===== src/rtl/mips_pipe_pkg.sv =====
// Shared pipeline types and constants for the MIPS-style fetch/decode boundary.
// The IF/ID record is defined here so the ID stage can reuse the same layout.
package mips_pipe_pkg;

    localparam int XLEN = 32;

    localparam logic [XLEN-1:0] RESET_PC_DEFAULT  = 32'h0000_3000;
    localparam logic [XLEN-1:0] NOP_INSTR_DEFAULT = 32'h0000_0000;

    typedef struct packed {
        logic [XLEN-1:0] instr;
        logic [XLEN-1:0] pc4;
        logic            valid;
    } if_id_t;

    // Pipeline bubble: a NOP that downstream stages must treat as empty.
    function automatic if_id_t if_id_bubble(input logic [XLEN-1:0] nop_instr);
        if_id_t b;
        b.instr = nop_instr;
        b.pc4   = '0;
        b.valid = 1'b0;
        return b;
    endfunction

endpackage


===== src/rtl/if_id_reg.sv =====
// IF/ID pipeline register: flush inserts a bubble, enable loads, otherwise holds.
// Flush takes priority over enable so a squashed fetch can never be captured.
module if_id_reg
    import mips_pipe_pkg::*;
#(
    parameter logic [XLEN-1:0] NOP_INSTR = NOP_INSTR_DEFAULT
) (
    input  logic   clk,
    input  logic   rst_ni,
    input  logic   en_i,
    input  logic   flush_i,
    input  if_id_t d_i,
    output if_id_t q_o
);

    if_id_t q_q;

    // NOTE: sequential state is written with non-blocking assignments only, so
    // every register samples its pre-edge inputs regardless of block ordering.
    always_ff @(posedge clk) begin
        if (!rst_ni) begin
            q_q <= if_id_bubble(NOP_INSTR);
        end else if (flush_i) begin
            q_q <= if_id_bubble(NOP_INSTR);
        end else if (en_i) begin
            q_q <= d_i;
        end
    end

    assign q_o = q_q;

endmodule


===== src/rtl/if_stage_ctrl.sv =====
// Instruction-fetch stage: PC register and redirect mux, IF/ID register, and
// stall/flush performance counters. Redirects come from branches resolved in ID.
module if_stage_ctrl
    import mips_pipe_pkg::*;
#(
    parameter logic [31:0] RESET_PC  = RESET_PC_DEFAULT,
    parameter logic [31:0] NOP_INSTR = NOP_INSTR_DEFAULT,
    parameter int          CNT_W     = 32
) (
    input  logic             clk,
    input  logic             rst,
    output logic [31:0]      imem_addr,
    input  logic [31:0]      imem_rdata,
    input  logic             hz_stall_lu,
    input  logic             hz_stall_br,
    input  logic             irwr_if,
    input  logic             irwr_id,
    input  logic             br_taken,
    input  logic [31:0]      br_target,
    input  logic             jump,
    input  logic [31:0]      jump_target,
    input  logic             cnt_clr,
    output logic [31:0]      pc,
    output logic [31:0]      if_id_instr,
    output logic [31:0]      if_id_pc4,
    output logic             if_id_valid,
    output logic [CNT_W-1:0] stall_cnt,
    output logic [CNT_W-1:0] flush_cnt
);

    logic [31:0]      pc_q, pc_d, pc_plus4;
    logic [CNT_W-1:0] stall_cnt_q, stall_cnt_d;
    logic [CNT_W-1:0] flush_cnt_q, flush_cnt_d;
    logic             hold, pc_en, ifid_en, redirect, any_hold;
    if_id_t           if_id_d, if_id_q;

    // NOTE: every signal driven here gets a default first, so no path through
    // the block leaves a value unassigned and no latch is inferred.
    always_comb begin
        hold     = hz_stall_lu | hz_stall_br;
        pc_en    = ~hold & irwr_if;
        ifid_en  = ~hold & irwr_id;
        // A stalled ID instruction has stale operands, so its branch is ignored.
        redirect = (br_taken | jump) & pc_en & ifid_en;
        any_hold = hold | ~irwr_if | ~irwr_id;
        pc_plus4 = pc_q + 32'd4;

        pc_d = pc_q;
        if (redirect) begin
            pc_d = jump ? jump_target : br_target;
        end else if (pc_en) begin
            pc_d = pc_plus4;
        end

        if_id_d.instr = imem_rdata;
        if_id_d.pc4   = pc_plus4;
        if_id_d.valid = 1'b1;

        stall_cnt_d = stall_cnt_q;
        flush_cnt_d = flush_cnt_q;
        if (cnt_clr) begin
            stall_cnt_d = '0;
            flush_cnt_d = '0;
        end else begin
            if (any_hold) stall_cnt_d = stall_cnt_q + CNT_W'(1);
            if (redirect) flush_cnt_d = flush_cnt_q + CNT_W'(1);
        end
    end

    always_ff @(posedge clk) begin
        if (!rst) begin
            pc_q        <= RESET_PC;
            stall_cnt_q <= '0;
            flush_cnt_q <= '0;
        end else begin
            pc_q        <= pc_d;
            stall_cnt_q <= stall_cnt_d;
            flush_cnt_q <= flush_cnt_d;
        end
    end

    if_id_reg #(
        .NOP_INSTR (NOP_INSTR)
    ) u_if_id_reg (
        .clk     (clk),
        .rst_ni  (rst),
        .en_i    (ifid_en),
        .flush_i (redirect),
        .d_i     (if_id_d),
        .q_o     (if_id_q)
    );

    assign imem_addr   = pc_q;
    assign pc          = pc_q;
    assign if_id_instr = if_id_q.instr;
    assign if_id_pc4   = if_id_q.pc4;
    assign if_id_valid = if_id_q.valid;
    assign stall_cnt   = stall_cnt_q;
    assign flush_cnt   = flush_cnt_q;

endmodule

===== config.mk =====
export PLATFORM = sky130hd
export DESIGN_NAME = if_stage_ctrl
export DESIGN_NICKNAME = d
export VERILOG_FILES = /design/src/rtl/mips_pipe_pkg.sv /design/src/rtl/if_id_reg.sv /design/src/rtl/if_stage_ctrl.sv
export SDC_FILE = /design/constraint.sdc
export NUM_CORES = 1
export LEC_CHECK = 0
export CORE_UTILIZATION = 37
export CTS_CLUSTER_DIAMETER = 150
export DETAILED_ROUTE_END_ITERATION = 16
export PLACE_DENSITY = 0.73
export SETUP_SLACK_MARGIN = 0.2
export SLEW_MARGIN = 20
export SYNTH_ARGS = -nofsm -noshare
export SYNTH_HDL_FRONTEND = slang
export SYNTH_HIERARCHICAL = 1
export SYNTH_SLANG_ARGS = --single-unit

===== constraint.sdc =====
create_clock -name clk -period 2.1 [get_ports clk]
set_clock_uncertainty 0.15 [all_clocks]
set_input_delay 0.21 -clock clk [delete_from_list [all_inputs] [get_ports clk]]
set_output_delay 0.21 -clock clk [all_outputs]
set_load 0.005 [all_outputs]

==> key figures, run 1 <==
Run status
  – Status: complete, no violations

Routing
  – Vias/cell: roughly 5.2
  – First-pass iteration count of the detailed router: 7
  – Total Routed Length: between 20 and 30 mm
  – Via Count: slightly below 8000
  – Drt drc: 0
  – WL/cell: 16.5 µm
  – Post-route ant nets: 0
  – Initial drt markers: about 410

Setup path
  – Crit Path Class: flop to flop
  – CP required: between 2 and 2.5 ns
  – Critical path capture point type: flop
  – CP startpoint kind: flop
  – Slowest cell on the critical path: dfxtp_4
  – Worst Path Max Fanout: 4
  – CP arrival: between 2 and 2.5 ns
  – CP cell instances: ha_4, nand3_4, nor4_4, buf_6, nand3_2, or3_1, a31oi_1
  – CP max stage delay: about 0.36 ns

CTS
  – CTS Buf Count: 17
  – Root buf cell: clkbuf_16
  – # H-tree levels: 4
  – CTS clk-pin slew, worst paths: 0.06 ns
  – Worst-Skew Late Latency: between 0.4 and 0.5 ns
  – TritonCTS clock tree: done
  – Clock Path Buffers: 2
  – Clock sinks: roughly 160

Die
  – Die ar.: 22400 µm²
  – # IOs: around 300
  – Num rows: 53
  – Die Y: around 150 µm
  – Chip width: roughly 150 µm
  – Initial core utilization: between 30% and 40%
  – Core area: between 20000 and 25000 µm²

Synth
  – Number of distinct library cells after synthesis: 63
  – Post-synth EDFFs: 0
  – Main flop type after synthesis: dfxtp_1
  – Seq cells post-synth: ~160
  – Xor/xnor cell area share of the yosys netlist: under 10%
  – Synth Area in Simple Gates: roughly 22%
  – Synth Area in Compound Gates: between 10% and 20%
  – Seq/Total Area, Yosys: roughly 40%
  – Adder-cell share of the synthesized area: less than 1%
  – Mux contribution to synthesized area: 12.1%
  – Mapped Area: 8080 µm²
  – Post-synthesis cell count: between 900 and 1000
  – Largest family of logic cells by synthesized area: simple AND/OR/NAND/NOR gates
  – Synth async-reset ratio: 0%
  – Avg Synthesized Cell Area: just under 9 µm²
  – Ys Warns: 6
  – Synthesized Nets: approximately 1000

Place
  – Input/output buffers: about 300
  – Post-DP Area: 11600 µm²
  – Dpl cells: 1482
  – Post-detail-place hpwl: 18.8 mm
  – DP Worst Slack: -0.262 ns
  – GPL Wtd Cong: 0.826

Timing
  – Fmax: between 0.5 and 0.6 GHz
  – Relative slew slack: a little under two thirds
  – Slew @ Worst Pin: between 0.5 and 0.6 ns
  – Final setup margin: between 0.15 and 0.2 ns
  – Setup-failing EPs final: 0
  – Tmin final: ~1.9 ns
  – Crit share post-route: 92.4%
  – Final Hold Viols: 0
  – Fin. max-slew vios: 0
  – RSZ-0062 raised after global routing: yes
  – Fin Setup TNS: 0 ns

Pwr
  – Combinational power share: between 10% and 20%
  – PD cells: 557 nW/µm²
  – LEAKAGE: between 4 and 5 nW
  – NetSw: about 0.0017 W
  – Seq pwr share: 45.3%
  – Sw Ratio: approximately a quarter
  – Cell internal pwr: 0.00523 W
  – Clock power share: about 43%
  – Worst VDD drop: 427 µV

Global routing
  – Remaining Overflow, GRT: 0
  – Total GRT Usage: between 20% and 30%
  – Global-route wire length before repair: ~38 mm
  – Largest net degree at the start of global routing: between 60 and 70
  – Initial antenna violation count: 0
  – Vias in the first global route: between 7000 and 8000

Hold path
  – Class of the worst hold path: input pin to flop

Layout
  – Final Non-Filler Cells: between 1500 and 2000
  – Layout cells sized above 1: between 10% and 20%
  – N_diodes: 0
  – Layout area overhead: 54.4%
  – Nets: roughly 1300
  – Fill count: around 1900
  – Design Area, Final: 12500 µm²

Run
  – Max-cap viol count: 0
==> worst paths after layout <==
kind	slack, ns	endpoint	from	depth (start not counted)
max	0.16	imem_addr[30]	imem_addr[3]	7
min	0.23	flush_cnt[1]	jump	5
min reg2reg	0.34	u_if_id_reg/q_o[37]	u_if_id_reg/q_o[37]	2
max reg2reg	0.16	imem_addr[30]	imem_addr[3]	7
==> registers in the layout, indices dropped and copies added (netlist names) <==
name,count
flush_cnt,32
stall_cnt,32
imem_addr,32
u_if_id_reg/q_o,65
==> metrics by stage <==
step	hold WS [ns]	power, W	util (%)
after floorplan	0.207	0.00357	-
after global placement	0.315	0.00401	54.7
after detailed placement	0.331	0.00403	54.7
after CTS	0.216	0.00701	57.7
after global routing	0.238	0.00720	58.8
final	0.234	0.00694	58.8
==> worst max-delay path, delay by kind of cell (launching register included) <==
family	cells	cell delay (ns)
adders and majority gates	1	0.15
and+or+nand+nor	4	0.85
AOI/OAI and AO/OA	1	0.17
DFF	1	0.36
buffers and inverters	1	0.18
==> cell usage after synthesis (2+ instances only) <==
library cell / n / share of area (%)
dfxtp_1: 161 / 40
nor2_1: 138 / 6.4
mux2i_1: 94 / 12
a21oi_1: 50 / 3.1
nand2_1: 49 / 2.3
nand3_1: 43 / 2.7
o21ai_0: 39 / 2.4
xor2_1: 38 / 4.1
buf_4: 36 / 3.3
clkbuf_1: 32 / 1.5
xnor2_1: 30 / 3.3
nand4_1: 28 / 2.2
and3_1: 19 / 1.5
or3_1: 17 / 1.3
nor3_1: 11 / 0.68
a31oi_1: 10 / 0.77
inv_1: 10 / 0.46
and4_1: 8 / 0.87
buf_2: 7 / 0.43
o22ai_1: 6 / 0.46
or4_1: 6 / 0.56
and2_1: 5 / 0.39
buf_12: 5 / 1.2
nor4_1: 5 / 0.39
o31a_1: 5 / 0.54
o32a_1: 5 / 0.62
buf_1: 4 / 0.19
o21a_1: 4 / 0.37
o31ai_1: 4 / 0.37
buf_6: 3 / 0.42
clkbuf_8: 3 / 0.51
ha_1: 3 / 0.46
mux2_2: 3 / 0.42
a211oi_1: 2 / 0.19
a41oi_1: 2 / 0.22
nand2b_1: 2 / 0.15
nor3b_1: 2 / 0.19
nor4_4: 2 / 0.53
==> logic make-up (layout without fill, tap and decap cells) <==
family,Yosys count,after routing
mux,97,97
flops,161,161
other cells,1,1
buf+inv,101,437
compound gates,136,136
simple gates,349,349
fa+ha+maj,3,3
xor+xnor,68,68
==> timing repair <==
action,4_1_cts,5_1_grt
gates resized for setup,20,45
pin swaps,6,23
setup endpoints to repair,46,64
hold buffers,0,0
buffers inserted,3,10
cloned,0,1
==> placed cells by master, fill, tap and decap left out, types with 22 or more instances in the layout <==
cell and instances:
dfxtp_1 132, dfxtp_2 22, mux2i_1 94, a21oi_1 48
o21ai_0 36, buf_4 85, xnor2_1 29, nand4_1 28
clkdlybuf4s50_1 294, nor2_1 137, nand2_1 48, nand3_1 33
xor2_1 38
==> layout make-up <==
| class | count | area, µm² | area share, % |
|---|---|---|---|
| multi-input combinational | 654 | 4430 | 35.5 |
| timing repair buffer | 396 | 3830 | 30.7 |
| sequential | 161 | 3280 | 26.3 |
| clock buffer | 18 | 429 | 3.44 |
| tap | 275 | 344 | 2.76 |
| clock inverter | 13 | 128 | 1.02 |
| inverter | 10 | 37.5 | 0.301 |
==> power by group through the flow <==
stage	clock [W]	sequential [W]	combinational, W
6_report	0.00299	0.00315	0.000812
5_1_grt	0.00318	0.00315	0.000869
4_1_cts	0.00305	0.00315	0.000807
3_5_place_dp	0	0.00322	0.000803
3_3_place_gp	0	0.00322	0.000793
2_1_floorplan	0	0.00322	0.000348
==> per-layer routing <==
metal  up-vias  share of wire [%]  global-route usage [%]
met5         -                  0                       0
met4         0                1.9                    7.22
met3        37                7.2                    4.97
met2       298                 49                    38.2
met1      3736                 42                    26.4
li1       3856                  -                       -
(Power assumes the default switching activity.)
==> run 2, diff against run 1 <==
--- a/config.mk
+++ b/config.mk
@@ -15,3 +15,4 @@
 export SYNTH_HDL_FRONTEND = slang
 export SYNTH_HIERARCHICAL = 1
 export SYNTH_SLANG_ARGS = --single-unit
+export TNS_END_PERCENT = 30
==> key figures, run 2 (synthesis results as in run 1) <==
Run status
  – Status: complete, no violations

Pwr
  – Combinational power share: 11.5% (-0.2 points)
  – Cell internal pwr: 0.00538 W (+2.9%)
  – Clock power share: 44.2% (+1.2 points)
  – LEAKAGE: 4.65 nW (+3.5%)
  – NetSw: 0.00175 W (+2.1%)
  – Sw Ratio: 24.6% (-0.14 points)
  – Seq pwr share: 44.3% (-1.0 points)
  – PD cells: 556 nW/µm² (about the same)
  – Worst VDD drop: 465 µV (+9.0%)

Setup path
  – CP arrival: 2.17 ns (+0.04 ns)
  – Slowest cell on the critical path: o32a_1
  – Most used cell, CP: buf_6
  – Critical path capture point type: flop
  – Worst Path Max Fanout: 6 (+2)
  – Reg2reg path depth: 7 (unchanged)
  – CP required: 2.29 ns (about the same)
  – CP cell instances: nand4_4, buf_6, nor4_4, buf_6, nand4_1, o32a_1, a21oi_2
  – CP startpoint kind: flop
  – Crit Path Class: flop to flop
  – CP max stage delay: 0.38 ns (+0.02 ns)

Hold path
  – Hold path depth: 3 (-2)
  – Class of the worst hold path: input pin to flop

Routing
  – Post-route ant nets: 0 (unchanged)
  – Total Routed Length: 26.6 mm (+5.9%)
  – Initial drt markers: 357 (-13%)
  – Vias/cell: 5.18 (-0.23%)
  – Via Count: 8038 (+1.4%)
  – Drt drc: 0 (unchanged)
  – First-pass iteration count of the detailed router: 8 (+1)
  – WL/cell: 17.2 µm (+4.2%)

Layout
  – Layout area overhead: 58.7%
  – Max reg flops: 65 (unchanged)
  – Layout cells sized above 1: 19.3% (+2.6 points)
  – Nets: 1372 (+1.8%)
  – Fill count: 1853 (-0.27%)
  – Commonest cells after routing, fill and taps aside: clkdlybuf4s50_1 (292), nor2_1 (137), dfxtp_1 (131), buf_4 (105), mux2i_1 (94)
  – N_diodes: 0 (unchanged)
  – Fin util: 60.4% (+1.6 points)
  – Commonest non-fill, non-tap cell in the layout: clkdlybuf4s50_1

CTS
  – Clock Path Buffers: 2 (unchanged)
  – Worst-Skew Late Latency: 0.42 ns (about the same)
  – CTS Buf Count: 17 (unchanged)
  – Clock sinks: 161 (unchanged)
  – Root buf cell: clkbuf_16
  – # H-tree levels: 4 (unchanged)
  – CTS clk-pin slew, worst paths: 0.07 ns (about the same)
  – TritonCTS clock tree: done

Die
  – Num rows: 53 (unchanged)
  – Die ar.: 22400 µm² (unchanged)
  – Die Y: 150 µm (unchanged)
  – Initial core utilization: 38.1% (unchanged)
  – Chip width: 150 µm (unchanged)
  – # IOs: 298 (unchanged)
  – Core area: 21200 µm² (unchanged)

Global routing
  – Vias in the first global route: 7721 (+3.8%)
  – Initial antenna violation count: 0 (unchanged)
  – Total GRT Usage: 23.1% (+1.1 points)
  – Remaining Overflow, GRT: 0 (unchanged)
  – Largest net degree at the start of global routing: 49 (-21%)
  – Global-route wire length before repair: 40.3 mm (+4.9%)

Timing
  – Setup-failing EPs final: 0 (unchanged)
  – Tmin final: 1.97 ns (+0.0311 ns)
  – Relative slew slack: 56.7% (-7.3 points)
  – Crit share post-route: 93.9% (+1.5 points)
  – Fin Setup TNS: 0 ns (unchanged)
  – Slew @ Worst Pin: 0.649 ns (+0.114 ns)
  – Final Hold Viols: 0 (unchanged)
  – RSZ-0062 raised after global routing: yes
  – Fin. max-slew vios: 0 (unchanged)
  – Fmax: 0.507 GHz (-1.6%)

Place
  – Input/output buffers: 297 (unchanged)
  – GPL Wtd Cong: 0.848 (+2.6%)
  – Post-detail-place hpwl: 19.6 mm (+4.5%)

Run
  – Max-cap viol count: 0 (unchanged)
-- run 2: worst max-delay path: cells and delay by family (launching register included) --
| kind | cells | cell delay (ns) |
|---|---|---|
| buffers and inverters | 2 | 0.34 |
| AO/OA/AOI/OAI | 2 | 0.55 |
| AND/OR/NAND/NOR | 3 | 0.48 |
| flip-flops | 1 | 0.37 |
-- run 2: metrics by stage --
step	hold slack [ns]	area [µm²]	total power [W]	cells	setup WS (ns)
CTS	0.233	12500	0.00720	1538	0.154
detailed placement	0.330	11700	0.00403	1495	-0.382
global placement	0.317	11700	0.00402	1495	-0.395
global route	0.245	12800	0.00739	1552	0.0367
floorplan	0.207	8160	0.00357	916	0.111
finish	0.252	12800	0.00713	1552	0.129
-- run 2: worst paths after layout --
check / from / end / slack [ns]
hold / removal: imem_rdata[31] / u_if_id_reg/q_o[64] / 0.25
hold reg to reg: stall_cnt[1] / stall_cnt[1] / 0.33
setup reg to reg: imem_addr[8] / imem_addr[27] / 0.13
setup / recovery: imem_addr[8] / imem_addr[27] / 0.13
-- run 2: power by group through the flow --
stage          sequential [W]  combinational, W  clock [W]
5_1_grt               0.00316          0.000880    0.00335
2_1_floorplan         0.00322          0.000347          0
3_3_place_gp          0.00323          0.000799          0
3_5_place_dp          0.00323          0.000807          0
6_report              0.00316          0.000824    0.00315
4_1_cts               0.00316          0.000821    0.00322
-- run 2: routing by layer --
metal,GRT usage (%),part of all wire [%],wire length [µm]
met5,0,0,0
met4,7.88,2.6,682
met3,6.59,8.4,2250
met2,39.6,48,12900
met1,27.3,41,10800
-- run 2: area by class of cell --
class / instances / area [µm²] / area share (%)
multi-input combinational: 654 / 4540 / 35.4
sequential: 161 / 3270 / 25.5
timing repair buffer: 420 / 4030 / 31.4
clock buffer: 18 / 429 / 3.35
tap: 275 / 344 / 2.68
clock inverter: 14 / 173 / 1.35
inverter: 10 / 37.5 / 0.293
-- run 2: repair_timing --
action,CTS,global route
setup endpoints to repair,110,94
buffers inserted,10,14
pin swaps,14,30
gates resized for setup,34,62
hold buffers,0,0
cloned,1,0
==> run 3, diff against run 2 <==
--- a/config.mk
+++ b/config.mk
@@ -8,6 +8,7 @@
 export CORE_UTILIZATION = 37
 export CTS_CLUSTER_DIAMETER = 150
 export DETAILED_ROUTE_END_ITERATION = 16
+export HOLD_SLACK_MARGIN = 0.02
 export PLACE_DENSITY = 0.73
 export SETUP_SLACK_MARGIN = 0.2
 export SLEW_MARGIN = 20
==> results of run 3 <==
No change in the layout: final DEF, timing and power equal those of run 2.
